**config.mk**
```make
export PLATFORM = sky130hd
export DESIGN_NAME = qspi_flash_responder_flat
export DESIGN_NICKNAME = d
export VERILOG_FILES = /design/src/rtl/qspi_flash_responder_if.sv /design/src/rtl/qspi_flash_responder.sv /design/src/flat_wrapper.sv
export SDC_FILE = /design/constraint.sdc
export NUM_CORES = 1
export LEC_CHECK = 0
export ABC_AREA = 1
export ABC_CLOCK_PERIOD_IN_PS = 2100
export BUFFER_PORTS_ARGS = -buffer_cell sky130_fd_sc_hd__buf_2
export CAP_MARGIN = 25
export CORE_UTILIZATION = 35
export CTS_CLUSTER_DIAMETER = 60
export DETAILED_ROUTE_END_ITERATION = 10
export PLACE_DENSITY_LB_ADDON = 0.3
export REMOVE_ABC_BUFFERS = 1
export SETUP_SLACK_MARGIN = 0.4
export SKIP_LAST_GASP = 1
export SLEW_MARGIN = 20
export SYNTH_ARGS = -nofsm -noshare
export SYNTH_HDL_FRONTEND = slang
export SYNTH_SLANG_ARGS = --single-unit
```
**constraint.sdc**
```tcl
create_clock -name clk -period 2.1 [get_ports clk]
set_input_delay 0.42 -clock clk [delete_from_list [all_inputs] [get_ports clk]]
set_output_delay 0.42 -clock clk [all_outputs]
set_load 0.02 [all_outputs]
```
**src/rtl/qspi_flash_responder_if.sv**
```systemverilog
// ============================================================================
//  Module      : qspi_flash_responder_if
//  Description : Bus bundle between a QSPI read controller (plus its backing
//                byte memory) and the flash responder.
//                  csb       - chip select, active low (controller)
//                  io_in     - controller-driven bus lines, bit 0 = command
//                  io_out    - responder data nibble
//                  io_oe     - responder output enable (all bits equal)
//                  mem_addr  - byte address to memory
//                  mem_re    - memory read strobe
//                  mem_rdata - memory data, valid one cycle after mem_re
//                  busy      - responder not idle
//                  err       - one-cycle pulse on a rejected opcode
//  Revision    : 1.0 - initial release
// ============================================================================
`default_nettype none

interface qspi_flash_responder_if;
    logic        csb;
    logic [3:0]  io_in;
    logic [3:0]  io_out;
    logic [3:0]  io_oe;
    logic [23:0] mem_addr;
    logic        mem_re;
    logic [7:0]  mem_rdata;
    logic        busy;
    logic        err;

    // Controller side, which also owns the memory data return path.
    modport master (
        output csb, io_in, mem_rdata,
        input  io_out, io_oe, mem_addr, mem_re, busy, err
    );

    // Flash responder side.
    modport slave (
        input  csb, io_in, mem_rdata,
        output io_out, io_oe, mem_addr, mem_re, busy, err
    );
endinterface

`default_nettype wire

```
**src/rtl/qspi_flash_responder.sv**
```systemverilog
// ============================================================================
//  Module      : qspi_flash_responder
//  Description : Flash-side end of a quad-read QSPI link. Decodes a serial
//                opcode and a quad 24-bit address, skips the mode and dummy
//                phases, then streams bytes fetched from a synchronous
//                byte-wide memory as high/low nibbles until csb rises.
//  Ports       : clk    - system clock, also the bus bit clock
//                rst_n  - asynchronous active-low reset
//                bus    - qspi_flash_responder_if.slave bundle
//  Parameters  : CMD          - accepted read opcode
//                DUMMY_CYCLES - bus cycles between mode and first nibble (1..15)
//  Revision    : 1.0 - initial release
// ============================================================================
`default_nettype none

module qspi_flash_responder #(
    parameter logic [7:0] CMD          = 8'hEB,
    parameter int         DUMMY_CYCLES = 4
) (
    input  wire logic             clk,
    input  wire logic             rst_n,
    qspi_flash_responder_if.slave bus
);

    localparam logic [3:0] C_CMD_LAST   = 4'd7;
    localparam logic [3:0] C_ADDR_LAST  = 4'd5;
    localparam logic [3:0] C_DUMMY_LAST = 4'(DUMMY_CYCLES - 1);

    typedef enum logic [2:0] {
        S_IDLE   = 3'd0,
        S_CMD    = 3'd1,
        S_ADDR   = 3'd2,
        S_MODE   = 3'd3,
        S_DUMMY  = 3'd4,
        S_DATA   = 3'd5,
        S_REJECT = 3'd6
    } state_t;

    state_t      r_state;
    logic [3:0]  r_cnt;       // phase counter; in DATA bit 0 selects the low nibble
    logic [6:0]  r_op;        // opcode bits collected so far
    logic [23:0] r_addr;      // addr_q
    logic [7:0]  r_data;      // data_q
    logic        r_mem_re;
    logic [23:0] r_mem_addr;
    logic        r_err;

    logic [7:0]  w_op;
    logic [23:0] w_addr;
    logic [23:0] w_addr_inc;
    logic        w_drive;

    // Opcode/address as they stand once the current bus sample is included.
    assign w_op       = {r_op, bus.io_in[0]};
    assign w_addr     = {r_addr[19:0], bus.io_in};
    assign w_addr_inc = r_addr + 24'd1;

    // Gated on csb directly so the bus is released in the cycle csb rises.
    assign w_drive    = (r_state == S_DATA) && !bus.csb;

    assign bus.io_oe    = {4{w_drive}};
    assign bus.io_out   = w_drive ? (r_cnt[0] ? r_data[3:0] : r_data[7:4]) : 4'h0;
    assign bus.mem_re   = r_mem_re;
    assign bus.mem_addr = r_mem_addr;
    assign bus.busy     = (r_state != S_IDLE);
    assign bus.err      = r_err;

    always_ff @(posedge clk or negedge rst_n) begin
        if (!rst_n) begin
            r_state    <= S_IDLE;
            r_cnt      <= 4'd0;
            r_op       <= 7'd0;
            r_addr     <= 24'd0;
            r_data     <= 8'd0;
            r_mem_re   <= 1'b0;
            r_mem_addr <= 24'd0;
            r_err      <= 1'b0;
        end else if (bus.csb) begin
            // Deselect aborts whatever was in flight; partial contents are
            // simply overwritten by the next transaction.
            r_state  <= S_IDLE;
            r_cnt    <= 4'd0;
            r_mem_re <= 1'b0;
            r_err    <= 1'b0;
        end else begin
            r_err <= 1'b0;
            case (r_state)
                S_IDLE: begin
                    // First low cycle carries opcode bit 7.
                    r_op    <= {6'd0, bus.io_in[0]};
                    r_cnt   <= 4'd1;
                    r_state <= S_CMD;
                end
                S_CMD: begin
                    r_op <= w_op[6:0];
                    if (r_cnt == C_CMD_LAST) begin
                        r_cnt <= 4'd0;
                        if (w_op == CMD) begin
                            r_state <= S_ADDR;
                        end else begin
                            r_state <= S_REJECT;
                            r_err   <= 1'b1;
                        end
                    end else begin
                        r_cnt <= r_cnt + 4'd1;
                    end
                end
                S_ADDR: begin
                    r_addr <= w_addr;
                    if (r_cnt == C_ADDR_LAST) begin
                        // Launch the first fetch so it is back by the end of MODE.
                        r_cnt      <= 4'd0;
                        r_state    <= S_MODE;
                        r_mem_re   <= 1'b1;
                        r_mem_addr <= w_addr;
                    end else begin
                        r_cnt <= r_cnt + 4'd1;
                    end
                end
                S_MODE: begin
                    if (!r_cnt[0]) begin
                        r_mem_re <= 1'b0;
                        r_cnt    <= 4'd1;
                    end else begin
                        r_data  <= bus.mem_rdata;
                        r_addr  <= w_addr_inc;
                        r_cnt   <= 4'd0;
                        r_state <= S_DUMMY;
                    end
                end
                S_DUMMY: begin
                    if (r_cnt == C_DUMMY_LAST) begin
                        // Prefetch the next byte during the first high nibble.
                        r_cnt      <= 4'd0;
                        r_state    <= S_DATA;
                        r_mem_re   <= 1'b1;
                        r_mem_addr <= r_addr;
                    end else begin
                        r_cnt <= r_cnt + 4'd1;
                    end
                end
                S_DATA: begin
                    if (!r_cnt[0]) begin
                        r_mem_re <= 1'b0;
                        r_cnt    <= 4'd1;
                    end else begin
                        // data_q still drives the low nibble this cycle; the
                        // fetched byte replaces it at the edge.
                        r_data     <= bus.mem_rdata;
                        r_addr     <= w_addr_inc;
                        r_mem_re   <= 1'b1;
                        r_mem_addr <= w_addr_inc;
                        r_cnt      <= 4'd0;
                    end
                end
                S_REJECT: begin
                    r_state <= S_REJECT;
                end
                default: begin
                    r_state <= S_IDLE;
                end
            endcase
        end
    end

endmodule

`default_nettype wire

```
**src/flat_wrapper.sv**
```systemverilog
// flat-port wrapper written by rule: the top's interface ports become plain ports
module qspi_flash_responder_flat 
#(
    parameter logic [7:0] CMD          = 8'hEB,
    parameter int         DUMMY_CYCLES = 4
)
  (clk, rst_n, bus_csb, bus_io_in, bus_mem_rdata, bus_io_out, bus_io_oe, bus_mem_addr, bus_mem_re, bus_busy, bus_err);
  qspi_flash_responder_if bus_i ();
  input  wire logic clk;
  input  wire logic rst_n;
  input wire logic [$bits(bus_i.csb)-1:0] bus_csb;
  input wire logic [$bits(bus_i.io_in)-1:0] bus_io_in;
  input wire logic [$bits(bus_i.mem_rdata)-1:0] bus_mem_rdata;
  output wire logic [$bits(bus_i.io_out)-1:0] bus_io_out;
  output wire logic [$bits(bus_i.io_oe)-1:0] bus_io_oe;
  output wire logic [$bits(bus_i.mem_addr)-1:0] bus_mem_addr;
  output wire logic [$bits(bus_i.mem_re)-1:0] bus_mem_re;
  output wire logic [$bits(bus_i.busy)-1:0] bus_busy;
  output wire logic [$bits(bus_i.err)-1:0] bus_err;
  assign bus_i.csb = bus_csb;
  assign bus_i.io_in = bus_io_in;
  assign bus_i.mem_rdata = bus_mem_rdata;
  assign bus_io_out = bus_i.io_out;
  assign bus_io_oe = bus_i.io_oe;
  assign bus_mem_addr = bus_i.mem_addr;
  assign bus_mem_re = bus_i.mem_re;
  assign bus_busy = bus_i.busy;
  assign bus_err = bus_i.err;
  qspi_flash_responder #(.CMD(CMD), .DUMMY_CYCLES(DUMMY_CYCLES)) u_core (.clk(clk), .rst_n(rst_n), .bus(bus_i));
endmodule
```
==> reports/qor.yml <==
status:
  outcome: "finished clean"
floorplanning:
  die-area_um2: 13200
  fp.dieH_um: 115
  std_cell_rows: 40
  core_area_um2: 12200
  initial_core_util: 0.366
  die_w_um: 115
  ios: 50
worst_setup_path:
  worstPathRequired_ps: 1680
  worstSetupEndpointType: "output pin"
  path_max_fanout: 4
  crit_path_start_kind: "register"
  crit_type: "register to output pin"
  critPathArrivalTime_ps: 1420
detailed_routing:
  drtIter0Drc: 346
  via_per_inst: 5.10
  wl_per_cell_um: 14.9
  drt-total-wl_um: 13100
  via_count: 4483
  first_pass_iters: 5
  drc: 0
  antenna_left: 0
yosys:
  ys_seq_elements: 72
  synth_cell_types: 33
  postSynthCellCount: 631
  synthArstFlopShare: 1.00
  synth_edf_count: 0
  syn_area_per_cell_um2: 7.09
  netlist_area_um2: 4470
  ys_seq_area_frac: 0.403
  synthFlopType: "dfrtp_1"
  synth-warning-count: 0
placement:
  dpl.hpwl_um: 8500
  place_inst: 835
  gp_congestion: 0.868
  port_buffers: 49
layout:
  nets: 724
  multi_input_area_um2: 2640
  drive_gt1_frac: 0.308
  area_delta_synth_final_pct: 33.0
  layout_commonest_cell: "nand2_1"
  regArea_um2: 1810
  layout_common_cells: "nand2_1 (179), dfrtp_1 (63), nor2_1 (57)"
  final_cells: 879
  antenna_cells: 0
  n_fill_cell: 1181
sta:
  fmax_ghz: 0.542
  relSlewSlack: 0.694
  finalCritPeriodShare: 0.878
  holdWs_ps: 32.5
  hold_violations: 0
  fin_crit_ps: 1840
  drv_slew: 0
  rsz0062_at_grt: "true"
  finalSetupViolations: 0
  tightestPinTransition_ps: 459
  finalClockSkew_ps: 4.24
hold_path:
  worstHoldPathType: "input pin to async pin"
global_route:
  track_usage: 0.201
  antenna_found_initial: 0
  grt_pass1_vias: 4293
  overflow: 0
  grt_max_degree: 38
  grt_pass1_wl_um: 20900
clocking:
  cts-hold-fix-buffers: 0
  clock_latency_ps: 330
  clockBufferDepth: 2
  cts_buffers: 9
  cts_num_sinks: 72
  cts_tree: "yes"
  cts-root-buf: "clkbuf_16"
  clk_pin_slew_ps: 50
  htree_levels: 3
flow_run:
  drv_cap: 0
power:
  leakage_uw: 0.00262
  finalPower_uw: 8190
  power_density_nw_per_um2: 1380
  vdd_ir_drop_max_uv: 590
routing by layer:
layer,routed length (um),up-vias,share of wire,global-route usage
met5,0,-,0,0
met4,209,0,0.016,0.0823
met3,732,16,0.056,0.0258
li1,-,2201,-,-
met2,6170,137,0.47,0.323
met1,5980,2129,0.46,0.275
worst max-delay path, stage by stage (launching register included):
cell and delay (ps):
dfrtp_2 430, inv_4 70, nand3_4 80, nor2_4 150, inv_4 70, a21oi_2 150, buf_6 140
state kept, by name, indices dropped and copies added, names as in the netlist:
signal               count
u_core.bus.mem_addr     24
u_core.r_addr           24
u_core.r_data            8
u_core.r_op              7
u_core.r_cnt             4
u_core.r_state           3
u_core.bus.err           1
u_core.bus.mem_re        1
synth_stat cells (4+ instances only):
library cell | n | area share
nand2_4 | 5 | 0.013
buf_2 | 8 | 0.0090
o21ai_1 | 6 | 0.0067
dfrtp_1 | 72 | 0.40
o21ai_0 | 31 | 0.035
clkbuf_1 | 5 | 0.0042
a21oi_2 | 14 | 0.027
inv_1 | 53 | 0.044
a22oi_1 | 6 | 0.010
nand2_1 | 191 | 0.16
buf_4 | 8 | 0.013
nor2_1 | 90 | 0.076
a21oi_1 | 33 | 0.037
nand4_1 | 6 | 0.0084
xor2_1 | 10 | 0.020
inv_2 | 7 | 0.0059
o22ai_1 | 25 | 0.035
nor3_1 | 7 | 0.0078
buf_6 | 4 | 0.010
nand3_1 | 28 | 0.031
stage by stage:
stage	utilization	TNS (ps)	cell area, um2	setup slack [ps]
floorplan	-	-4310	4300	-772
global placement	0.399	0	4870	193
detailed placement	0.399	0	4870	104
CTS	0.446	0	5440	274
global route	0.487	0	5950	216
finish	0.487	0	5950	256
layout make-up:
cell class,instances,share of cell area
clock buffer,13,0.0437
clock inverter,3,0.00673
inverter,62,0.0463
multi-input combinational,471,0.444
sequential,72,0.305
tap,168,0.0353
timing repair buffer,89,0.117
timing repair inverter,1,0.00273
path summary, 6_finish.rpt:
check / from / end / slack, ps / cells after the start
hold reg to reg: u_core.bus.mem_addr[4]$_DFFE_PN0P_ / u_core.bus.mem_addr[4]$_DFFE_PN0P_ / 480 / 2
max in group asynchronous: rst_n / u_core.bus.mem_addr[13]$_DFFE_PN0P_ / 1460 / 2
hold / removal: rst_n / u_core.r_data[1]$_DFFE_PN0P_ / 30 / 1
setup / recovery: u_core.r_state[1]$_DFFE_PN0P_ / bus_io_out[0] / 260 / 6
min in group clk: bus_mem_rdata[0] / u_core.r_data[0]$_DFFE_PN0P_ / 280 / 3
setup reg to reg: u_core.r_cnt[0]$_DFFE_PN0P_ / u_core.bus.mem_addr[18]$_DFFE_PN0P_ / 360 / 10
cells by family after synthesis:
family | Yosys count | share of synthesized area
compound gates | 121 | 0.161
flops | 72 | 0.403
simple gates | 337 | 0.317
buf+inv | 88 | 0.0907
xor+xnor | 10 | 0.0196
fa+ha+maj | 3 | 0.00839
where the power goes:
part | total (uW) | switching (uW) | internal [uW]
Sequential | 2500 | 542 | 1960
Combinational | 4130 | 2610 | 1520
Clock | 1550 | 571 | 981
repair_timing:
| item | CTS | global route |
|---|---|---|
| endpoints found under the setup margin | 57 | 64 |
| pin swaps | 6 | 13 |
| gates cloned | 0 | 2 |
| setup buffers | 16 | 10 |
| gates resized for setup | 48 | 106 |
(Power assumes the default switching activity.)
